--- config.mk ---
export PLATFORM = sky130hd
export DESIGN_NAME = mef_detector_rachas
export DESIGN_NICKNAME = d
export VERILOG_FILES = /design/src/rtl/mef_pkg.sv /design/src/rtl/contador_sat.sv /design/src/rtl/mef_detector_rachas.sv
export SDC_FILE = /design/constraint.sdc
export NUM_CORES = 1
export LEC_CHECK = 0
export CORE_ASPECT_RATIO = 1.2
export CORE_UTILIZATION = 45
export CTS_BUF_LIST = sky130_fd_sc_hd__clkbuf_4 sky130_fd_sc_hd__clkbuf_8 sky130_fd_sc_hd__clkbuf_16
export CTS_CLUSTER_SIZE = 12
export DETAILED_ROUTE_END_ITERATION = 16
export DONT_BUFFER_PORTS = 1
export PLACE_DENSITY = 0.61
export SLEW_MARGIN = 20
export SYNTH_ARGS = -nofsm -noshare
export SYNTH_HDL_FRONTEND = slang
export SYNTH_SLANG_ARGS = --single-unit
export TNS_END_PERCENT = 50
--- constraint.sdc ---
create_clock -name clk -period 2.01 [get_ports clk]
set_input_delay 0.3015 -clock clk [delete_from_list [all_inputs] [get_ports clk]]
set_output_delay 0.3015 -clock clk [all_outputs]
set_load 0.02 [all_outputs]
--- src/rtl/mef_pkg.sv ---
// Shared types and helpers for the run detector.
// Contents:
//   estado_t  - FSM state encoding, also exported as estado_depurado
//   MODE_*    - encodings of the 2-bit mode input
//   acepta    - whether the current mode enables a run of value x
//   destino   - picks the RUN or OK state that tracks value x
package mef_pkg;

  typedef enum logic [2:0] {
    INIT = 3'b000,
    RUN0 = 3'b001,
    RUN1 = 3'b010,
    OK0  = 3'b011,
    OK1  = 3'b100
  } estado_t;

  localparam logic [1:0] MODE_OFF   = 2'b00;
  localparam logic [1:0] MODE_ONES  = 2'b01;
  localparam logic [1:0] MODE_ZEROS = 2'b10;
  localparam logic [1:0] MODE_BOTH  = 2'b11;

  function automatic logic acepta(input logic [1:0] mode, input logic x);
    if (x) return (mode == MODE_ONES) || (mode == MODE_BOTH);
    else   return (mode == MODE_ZEROS) || (mode == MODE_BOTH);
  endfunction

  function automatic estado_t destino(input logic x, input logic ok);
    if (ok) return x ? OK1 : OK0;
    else    return x ? RUN1 : RUN0;
  endfunction

endpackage

--- src/rtl/contador_sat.sv ---
// Saturating up-counter with synchronous clear.
// Ports:
//   clk, rst - clock (rising edge), asynchronous active-high reset
//   inc      - count one event this cycle
//   clr      - synchronous clear, wins over a simultaneous inc
//   q        - count value, sticks at all-ones
module contador_sat #(
  parameter int W = 8
) (
  input  logic         clk,
  input  logic         rst,
  input  logic         inc,
  input  logic         clr,
  output logic [W-1:0] q
);

  always_ff @(posedge clk or posedge rst) begin
    if (rst) begin
      q <= '0;
    end else if (clr) begin
      q <= '0;
    end else if (inc && (q != '1)) begin
      q <= q + W'(1);
    end
  end

endmodule

--- src/rtl/mef_detector_rachas.sv ---
// Moore run detector: z is high while the last RUN_LEN valid samples of a
// are equal and mode enables that value.
// Ports:
//   clk, rst        - clock (rising edge), asynchronous active-high reset
//   en              - sample valid; a and hold are only consumed when high
//   mode            - 00 off, 01 runs of 1s, 10 runs of 0s, 11 both
//   a               - sample bit
//   hold            - freezes an active match
//   clr             - synchronous clear of det_cnt
//   z               - match flag (decoded from the state register)
//   det_pulse       - one-cycle pulse on each entry into OK0/OK1
//   run_len_o       - current run length, saturating at RUN_LEN
//   det_cnt         - saturating count of OK entries
//   estado_depurado - raw state register for debug
module mef_detector_rachas
  import mef_pkg::*;
#(
  parameter  int RUN_LEN = 3,
  parameter  int CNT_W   = 8,
  localparam int RW      = $clog2(RUN_LEN + 1)
) (
  input  logic             clk,
  input  logic             rst,
  input  logic             en,
  input  logic [1:0]       mode,
  input  logic             a,
  input  logic             hold,
  input  logic             clr,
  output logic             z,
  output logic             det_pulse,
  output logic [RW-1:0]    run_len_o,
  output logic [CNT_W-1:0] det_cnt,
  output logic [2:0]       estado_depurado
);

  localparam logic [RW-1:0] RUN_MAX = RW'(RUN_LEN);
  localparam logic [RW-1:0] RUN_ONE = RW'(1);
  // With single-sample runs, a change of value can jump straight to OK.
  localparam bit SOLO_UNO = (RUN_LEN == 1);

  estado_t       state_q, state_n;
  logic [RW-1:0] run_q, run_n;
  logic          pulse_q, pulse_n;
  logic          x_q;

  // Value of the run currently being tracked (meaningless in INIT).
  assign x_q = (state_q == RUN1) || (state_q == OK1);

  always_ff @(posedge clk or posedge rst) begin
    if (rst) begin
      state_q <= INIT;
      run_q   <= '0;
      pulse_q <= 1'b0;
    end else begin
      state_q <= state_n;
      run_q   <= run_n;
      pulse_q <= pulse_n;
    end
  end

  // Mode off dominates everything, even without a valid sample. An OK
  // state whose value is no longer enabled drops back to RUN with the run
  // length kept, so re-enabling needs one more valid sample to match.
  always_comb begin
    state_n = state_q;
    run_n   = run_q;
    pulse_n = 1'b0;
    if (mode == MODE_OFF) begin
      state_n = INIT;
      run_n   = '0;
    end else begin
      case (state_q)
        INIT: begin
          if (en) begin
            run_n   = RUN_ONE;
            state_n = destino(a, SOLO_UNO && acepta(mode, a));
          end
        end
        RUN0, RUN1: begin
          if (en) begin
            if (a == x_q) begin
              run_n   = (run_q >= RUN_MAX) ? RUN_MAX : run_q + RUN_ONE;
              state_n = destino(x_q, (run_n == RUN_MAX) && acepta(mode, x_q));
            end else begin
              run_n   = RUN_ONE;
              state_n = destino(~x_q, SOLO_UNO && acepta(mode, ~x_q));
            end
          end
        end
        OK0, OK1: begin
          if (en && !hold) begin
            if (a == x_q) begin
              run_n   = RUN_MAX;
              state_n = destino(x_q, acepta(mode, x_q));
            end else begin
              run_n   = RUN_ONE;
              state_n = destino(~x_q, SOLO_UNO && acepta(mode, ~x_q));
            end
          end
        end
        default: begin
          state_n = INIT;
          run_n   = '0;
        end
      endcase
    end
    // Any change of state that lands in OK is a fresh detection,
    // including direct OK0<->OK1 hops.
    pulse_n = ((state_n == OK0) || (state_n == OK1)) && (state_n != state_q);
  end

  // Counting the next-state pulse keeps det_cnt in step with det_pulse.
  contador_sat #(.W(CNT_W)) u_cnt (
    .clk (clk),
    .rst (rst),
    .inc (pulse_n),
    .clr (clr),
    .q   (det_cnt)
  );

  assign z               = (state_q == OK0) || (state_q == OK1);
  assign det_pulse       = pulse_q;
  assign run_len_o       = run_q;
  assign estado_depurado = state_q;

endmodule

Word level (Yosys, flattened, before mapping)
Index checks and enable logic that the tools add are counted.

cells by class
  muxes and demuxes = 31
  equal/unequal tests = 16
  reduce and logical (&&, ||, !) cells = 16
  magnitude comparators = 1
  add/subtract/negate cells = 2

operators with widths
  operator               number
  $mux W3                9
  $mux W2                10
  $mux W8                2
  $eq A3 B2 Y1 const B   3
  $ne A3 B3 Y1 const B   3
  $pmux W3 S3            1
  $add A8 B1 Y8 const B  1
  $mux W1                8
  $ne A8 B8 Y1 const B   1
  $eq A2 B2 Y1 const B   3
  $eq A3 B3 Y1 const B   2
  $pmux W2 S3            1
  $logic_or A1 B1 Y1     5
  $logic_and A1 B1 Y1    4
  $reduce_or A2 Y1       2
  $eq A3 B1 Y1 const B   1
  $logic_not A3 Y1       1
  $ne A3 B3 Y1           1
  $reduce_and A3 Y1      1
  $add A2 B1 Y2 const B  1
  $eq A2 B1 Y1 const B   1
  $ge A2 B2 Y1 const B   1
  $logic_not A2 Y1       1
  $reduce_bool A2 Y1     1
  other kinds (2)        2

word-level totals
  register bits = 14
  word-level logic and storage cells = 70
  output and inout bits = 15

Depth between registers and ports, before layout
  word-level depth = 19
  depth in mapped cells = 8
  gate-level depth less buffers = 7

Hierarchy
From an unflattened synthesis, not the netlist that was laid out.

unflattened totals
  cell total of the unflattened synthesis = 113
  area, all modules = 1,056.0 µm²

modules (own cells, without submodules)
  module               times used  cells an instance  area an instance (µm²)  seq. area each (µm²)
  mef_detector_rachas  1           64                 551.8                   150.1
  contador_sat         1           49                 504.2                   200.2

Worst setup path before layout
No wires, ideal clock.

  path type = flip-flop to flip-flop
  start = register state_q[1] (netlist: estado_depurado[1])
  end = register u_cnt.q[5]
  path buffers = 1
  arrival = 2.175 ns
  cell stages (with the launch flop) = 9
  data required time = 1.885 ns
  path slack = -0.290 ns
  path through = dfrtp_1 -> buf_6 -> xor2_1 -> a211oi_1 -> a2bb2oi_1 -> a211o_2 -> a32oi_4 -> nand4_2 -> mux2_4

on the way
  word-level cells in the longest chain between the ends = 18

RTL lines
  item                                          line                                                  RTL
  start: declaration                            mef_detector_rachas.sv:41                             estado_t state_q, state_n;
  start signal: assignment                      mef_detector_rachas.sv:55                             state_q <= state_n;
  $eq A3 B2 Y1 or $eq A3 B3 Y1 (tied branches)  mef_detector_rachas.sv:47, mef_detector_rachas.sv:72
  $logic_or A1 B1 Y1                            mef_detector_rachas.sv:47                             assign x_q = (state_q == RUN1) || (state_q == OK1);
  $mux W1                                       mef_pkg.sv:23                                         if (x) return (mode == MODE_ONES) || (mode == MODE_BOTH);
  $mux W1                                       mef_detector_rachas.sv:81, mef_detector_rachas.sv:92
  $mux W1                                       mef_detector_rachas.sv:80                             if (en) begin
  $mux W1                                       mef_detector_rachas.sv:72                             case (state_q)
  $mux W1                                       mef_detector_rachas.sv:68                             if (mode == MODE_OFF) begin
  $logic_and A1 B1 Y1                           mef_detector_rachas.sv:83                             state_n = destino(x_q, (run_n == RUN_MAX) && acepta(mode, x_q));
  [2 not listed]                                --
  $mux W3                                       mef_detector_rachas.sv:80
  $pmux W3 S3                                   mef_detector_rachas.sv:72
  $mux W3                                       mef_detector_rachas.sv:68
  $eq A3 B2 Y1 or $eq A3 B3 Y1 (tied branches)  mef_detector_rachas.sv:109                            pulse_n = ((state_n == OK0) || (state_n == OK1)) && (state_n != state_q);
  $logic_or A1 B1 Y1                            mef_detector_rachas.sv:109
  $logic_and A1 B1 Y1 (*)                       mef_detector_rachas.sv:109
  $logic_and A1 B1 Y1 (*)                       contador_sat.sv:22                                    end else if (inc && (q != '1)) begin
  $reduce_bool A2 Y1 (no source line) (*)       --
  end signal: assignment                        contador_sat.sv:23                                    q <= q + W'(1);
  end: declaration                              contador_sat.sv:14                                    output logic [W-1:0] q

Every way passes the cells marked *; elsewhere a longest branch is shown, timed or not. The select of a mux whose other input is x is not followed.
A chain may end at the register's enable or synchronous reset.

Worst setup path in the final report
Same ends and word-level chain as after synthesis.

==> summary.txt <==
FINAL LAYOUT
--------------------------------------------------------------------------------------
Count of filler cells inserted in the layout ............................          209
Register cell area after layout .........................................    354.1 um2
Number of diodes added for antenna fixing ...............................            0
Multi-input gate area ...................................................    620.6 um2
Area growth from synthesis to layout ....................................       26.46%
Share of cells above drive strength 1 ...................................       34.33%
Post-layout utilization of the core .....................................       60.81%
Final Instance Count excl. Fillers ......................................          164
Nets ....................................................................          144

SYNTH
--------------------------------------------------------------------------------------
Post-synthesis instance area ............................................     1007 um2
Sequential fraction of the synthesis area ...............................       34.78%
Synth Register Bits .....................................................           14
Fraction of synthesized cell area taken by the top area cell type .......       34.78%
Count of unique library cells instantiated by Yosys .....................           47
Synth Instances .........................................................          109
Proportion of synthesized flip-flops having asynchronous set or reset ...       100.0%
Main flop type after synthesis .......................................... sky130_fd_sc_hd__dfrtp_1
Average cell area after synthesis .......................................    9.241 um2
Post-synth net total ....................................................          118
Leading post-synthesis cells by cell area ............................... sky130_fd_sc_hd__dfrtp_1, sky130_fd_sc_hd__a21oi_1, sky130_fd_sc_hd__nor2_1
Cell taking the most area after synthesis ............................... sky130_fd_sc_hd__dfrtp_1
Leading cell type by number of instances after synthesis ................ sky130_fd_sc_hd__dfrtp_1
Yosys warnings ..........................................................            0
Number of flops mapped to enable cells by yosys .........................            0
Most instantiated cells after synthesis ................................. sky130_fd_sc_hd__dfrtp_1, sky130_fd_sc_hd__a21oi_1, sky130_fd_sc_hd__nor2_1

STATUS
--------------------------------------------------------------------------------------
Failing checks .......................................................... negative setup slack
Result of the run ....................................................... complete, but fails checks

TIMING
--------------------------------------------------------------------------------------
Setup clock skew after layout ...........................................  0.007962 ns
Relative slew margins ...................................................       65.19%
Ratio of final minimum period to clock period ...........................       104.7%
Number of hold-slack violations in the final timing report ..............            0
Total of endpoints with negative setup slack in the final report ........            6
Achievable Freq .........................................................   0.4750 GHz
Worst Hold Margin .......................................................   0.06635 ns
Fin. max-slew vios ......................................................            0
Minimum clock period ....................................................     2.105 ns
RSZ-0062 raised after global routing ....................................         true
Pin slew with the least headroom to its limit ...........................    0.5216 ns
Final setup slack of the worst path .....................................  -0.09508 ns

SETUP PATH
--------------------------------------------------------------------------------------
Startpoint of the worst-slack reg-to-reg timing path .................... estado_depurado[1]$_DFF_PP0_
Critical Path Source Type ...............................................     register
R2r endpoint ............................................................ u_cnt.q[5]$_DFFE_PP0P_
Endpoint arrival time on the critical path ..............................      2.27 ns
CP max FO ...............................................................           10
Required time at the endpoint of the critical path ......................      2.18 ns
Library cell contributing the largest single delay on the critical path . sky130_fd_sc_hd__dfrtp_2
Register-to-register path setup slack ...................................      -0.1 ns
R2r worst-path depth ....................................................            7
Critical path capture point type ........................................     register
Critical Path, Cell by Cell ............................................. buf_4, o31ai_1, a21oi_1, a211o_2, a32oi_4, nand4_2, mux2_4
Largest stage delay, worst path .........................................      0.49 ns
CP startpoint ........................................................... estado_depurado[1]$_DFF_PP0_
Start-to-end type of the worst setup path ...............................      reg2reg

CLOCK NETWORK
--------------------------------------------------------------------------------------
CTS H-tree depth ........................................................            1
Clock latency reported for the late side of the worst-skew pair .........      0.29 ns
CTS clock-pin slew for the worst setup and hold paths ...................      0.08 ns
Clock tree from TritonCTS ...............................................          yes
Total clock sinks .......................................................           14
Cell chosen for the clock root .......................................... sky130_fd_sc_hd__clkbuf_4
Clock buffer count from CTS .............................................            3
Maximum buffer depth of the clock tree ..................................            2

GLOBAL ROUTE
--------------------------------------------------------------------------------------
Via count of the first global-routing pass ..............................          920
GR Util All Layers ......................................................       23.63%
Total global routing overflow ...........................................            0
Pin count of the biggest net entering global routing ....................           15
Antenna violations before repair ........................................            0
Wire length of the first global-routing pass ............................      4015 um

PLACED DESIGN
--------------------------------------------------------------------------------------
GPL Wtd Cong ............................................................       0.8389
DP Wirelength ...........................................................      1863 um
Cells after DPL .........................................................          155
Port buffer count .......................................................            0

ROUTE
--------------------------------------------------------------------------------------
Average via count per standard cell .....................................        5.628
Final antenna-violating net count .......................................            0
Number of remaining DRC errors ..........................................            0
Detailed Route Iter0 Violations .........................................           17
Drt pass-1 iters ........................................................            4
Avg WL per Cell .........................................................     15.34 um
Total routed wirelength .................................................      2516 um
Total via count in the routed design ....................................          923

MIN PATH
--------------------------------------------------------------------------------------
HP Class ................................................................       in2reg
Terminating pin of the worst hold path .................................. u_cnt.q[1]$_DFFE_PP0P_
Hold path depth .........................................................            1
Launch instance of the worst min-delay path .............................          clr

FLOW RUN
--------------------------------------------------------------------------------------
Max-cap violation count .................................................            0

POWER AND IR DROP
--------------------------------------------------------------------------------------
VDD IR max ..............................................................  0.0004516 V
Leak pwr ................................................................    0.6121 nW
Total power divided by cell area ........................................ 663.3 nW/um2

DIE
--------------------------------------------------------------------------------------
Core region area ........................................................     2095 um2
Y dimension of the die ..................................................     53.83 um
Die X-Extent ............................................................     45.19 um
Row count ...............................................................           18
Ports placed on the boundary ............................................           23
Initial cell density of the core ........................................       48.09%
Die Footprint ...........................................................     2432 um2

kinds of logic (layout without fill, tap and decap cells):
group / after synthesis / after routing / share of synthesized area (%)
adder cells (fa/ha/maj): 2 / 2 / 2.236
XOR/XNOR: 3 / 3 / 2.609
AND/OR/NAND/NOR: 39 / 39 / 21.74
buffers and inverters: 11 / 36 / 6.708
AO/OA/AOI/OAI: 37 / 37 / 28.45
multiplexers: 3 / 3 / 3.478
flip-flops: 14 / 14 / 34.78
layout make-up:
class                           count  area share, %
Sequential cell                    14          27.80
Multi-Input combinational cell     84          48.72
Clock buffer                        4          2.358
Tap cell                           30          2.947
Inverter                            6          1.768
Timing Repair Buffer               26          16.40
per-stage QoR:
step	instance area (um2)	power [mW]	setup slack, ns	TNS (ns)
after CTS	1235	0.8228	-0.09094	-0.4087
final	1274	0.8448	-0.09508	-0.4131
after floorplan	1010	0.5279	-0.2210	-0.4460
after global routing	1274	0.8921	-0.1768	-1.158
after global placement	1160	0.6218	-0.09466	-0.5591
after detailed placement	1160	0.6256	-0.1231	-0.6518
layout by cell type, fill, tap and decap left out, types with 3 or more instances in the layout:
| cell type | instances |
|---|---|
| sky130_fd_sc_hd__dfrtp_2 | 3 |
| sky130_fd_sc_hd__buf_4 | 22 |
| sky130_fd_sc_hd__dfrtp_1 | 11 |
| sky130_fd_sc_hd__nor2_1 | 11 |
| sky130_fd_sc_hd__inv_1 | 6 |
| sky130_fd_sc_hd__nand2_1 | 6 |
| sky130_fd_sc_hd__nand2b_1 | 5 |
| sky130_fd_sc_hd__buf_6 | 3 |
| sky130_fd_sc_hd__o21ai_0 | 3 |
| sky130_fd_sc_hd__clkbuf_4 | 4 |
| sky130_fd_sc_hd__and3_1 | 4 |
| sky130_fd_sc_hd__a21oi_1 | 11 |
state kept, by name, indices dropped and copies added, names as in the netlist:
register / flops
estado_depurado: 3
det_pulse: 1
run_len_o: 2
u_cnt.q: 8
routing by layer:
layer / GRT usage [%] / wire length, um / vias to the layer above
met5: 0 / 0 / -
met4: 13.64 / 48 / 0
met1: 24.79 / 960 / 442
met2: 42.75 / 1414 / 26
met3: 5.034 / 92 / 5
li1: - / - / 450
worst max path at each step:
stage	endpoint	slack, ns
6_report	u_cnt.q[5]$_DFFE_PP0P_	-0.1
5_1_grt	u_cnt.q[5]$_DFFE_PP0P_	-0.18
4_1_cts	u_cnt.q[5]$_DFFE_PP0P_	-0.09
3_5_place_dp	u_cnt.q[5]$_DFFE_PP0P_	-0.12
3_3_place_gp	u_cnt.q[5]$_DFFE_PP0P_	-0.09
2_1_floorplan	u_cnt.q[5]$_DFFE_PP0P_	-0.22
where the power goes:
| group | total [mW] | leakage (nW) | internal (mW) | switching, mW |
|---|---|---|---|---|
| clock | 0.181 | 0.0184 | 0.0907 | 0.0907 |
| combinational | 0.316 | 0.408 | 0.162 | 0.154 |
| sequential | 0.347 | 0.186 | 0.304 | 0.0427 |
critical path: cells and delay by family (launching register included):
kind            cells  cell delay [ns]
flops               1             0.49
buf+inv             1             0.17
simple gates        1             0.14
compound gates      4             0.89
mux                 1             0.31
timing repair:
item                                    4_1_cts  5_1_grt
gates cloned                                  0        0
hold endpoints to repair                     14        0
endpoints found under the setup margin        9       11
pin swaps                                     0        2
gates resized for setup                       2        9
buffers inserted                              4        0
hold buffers                                  1        0
Note: power is estimated with default switching activity, not from simulation.
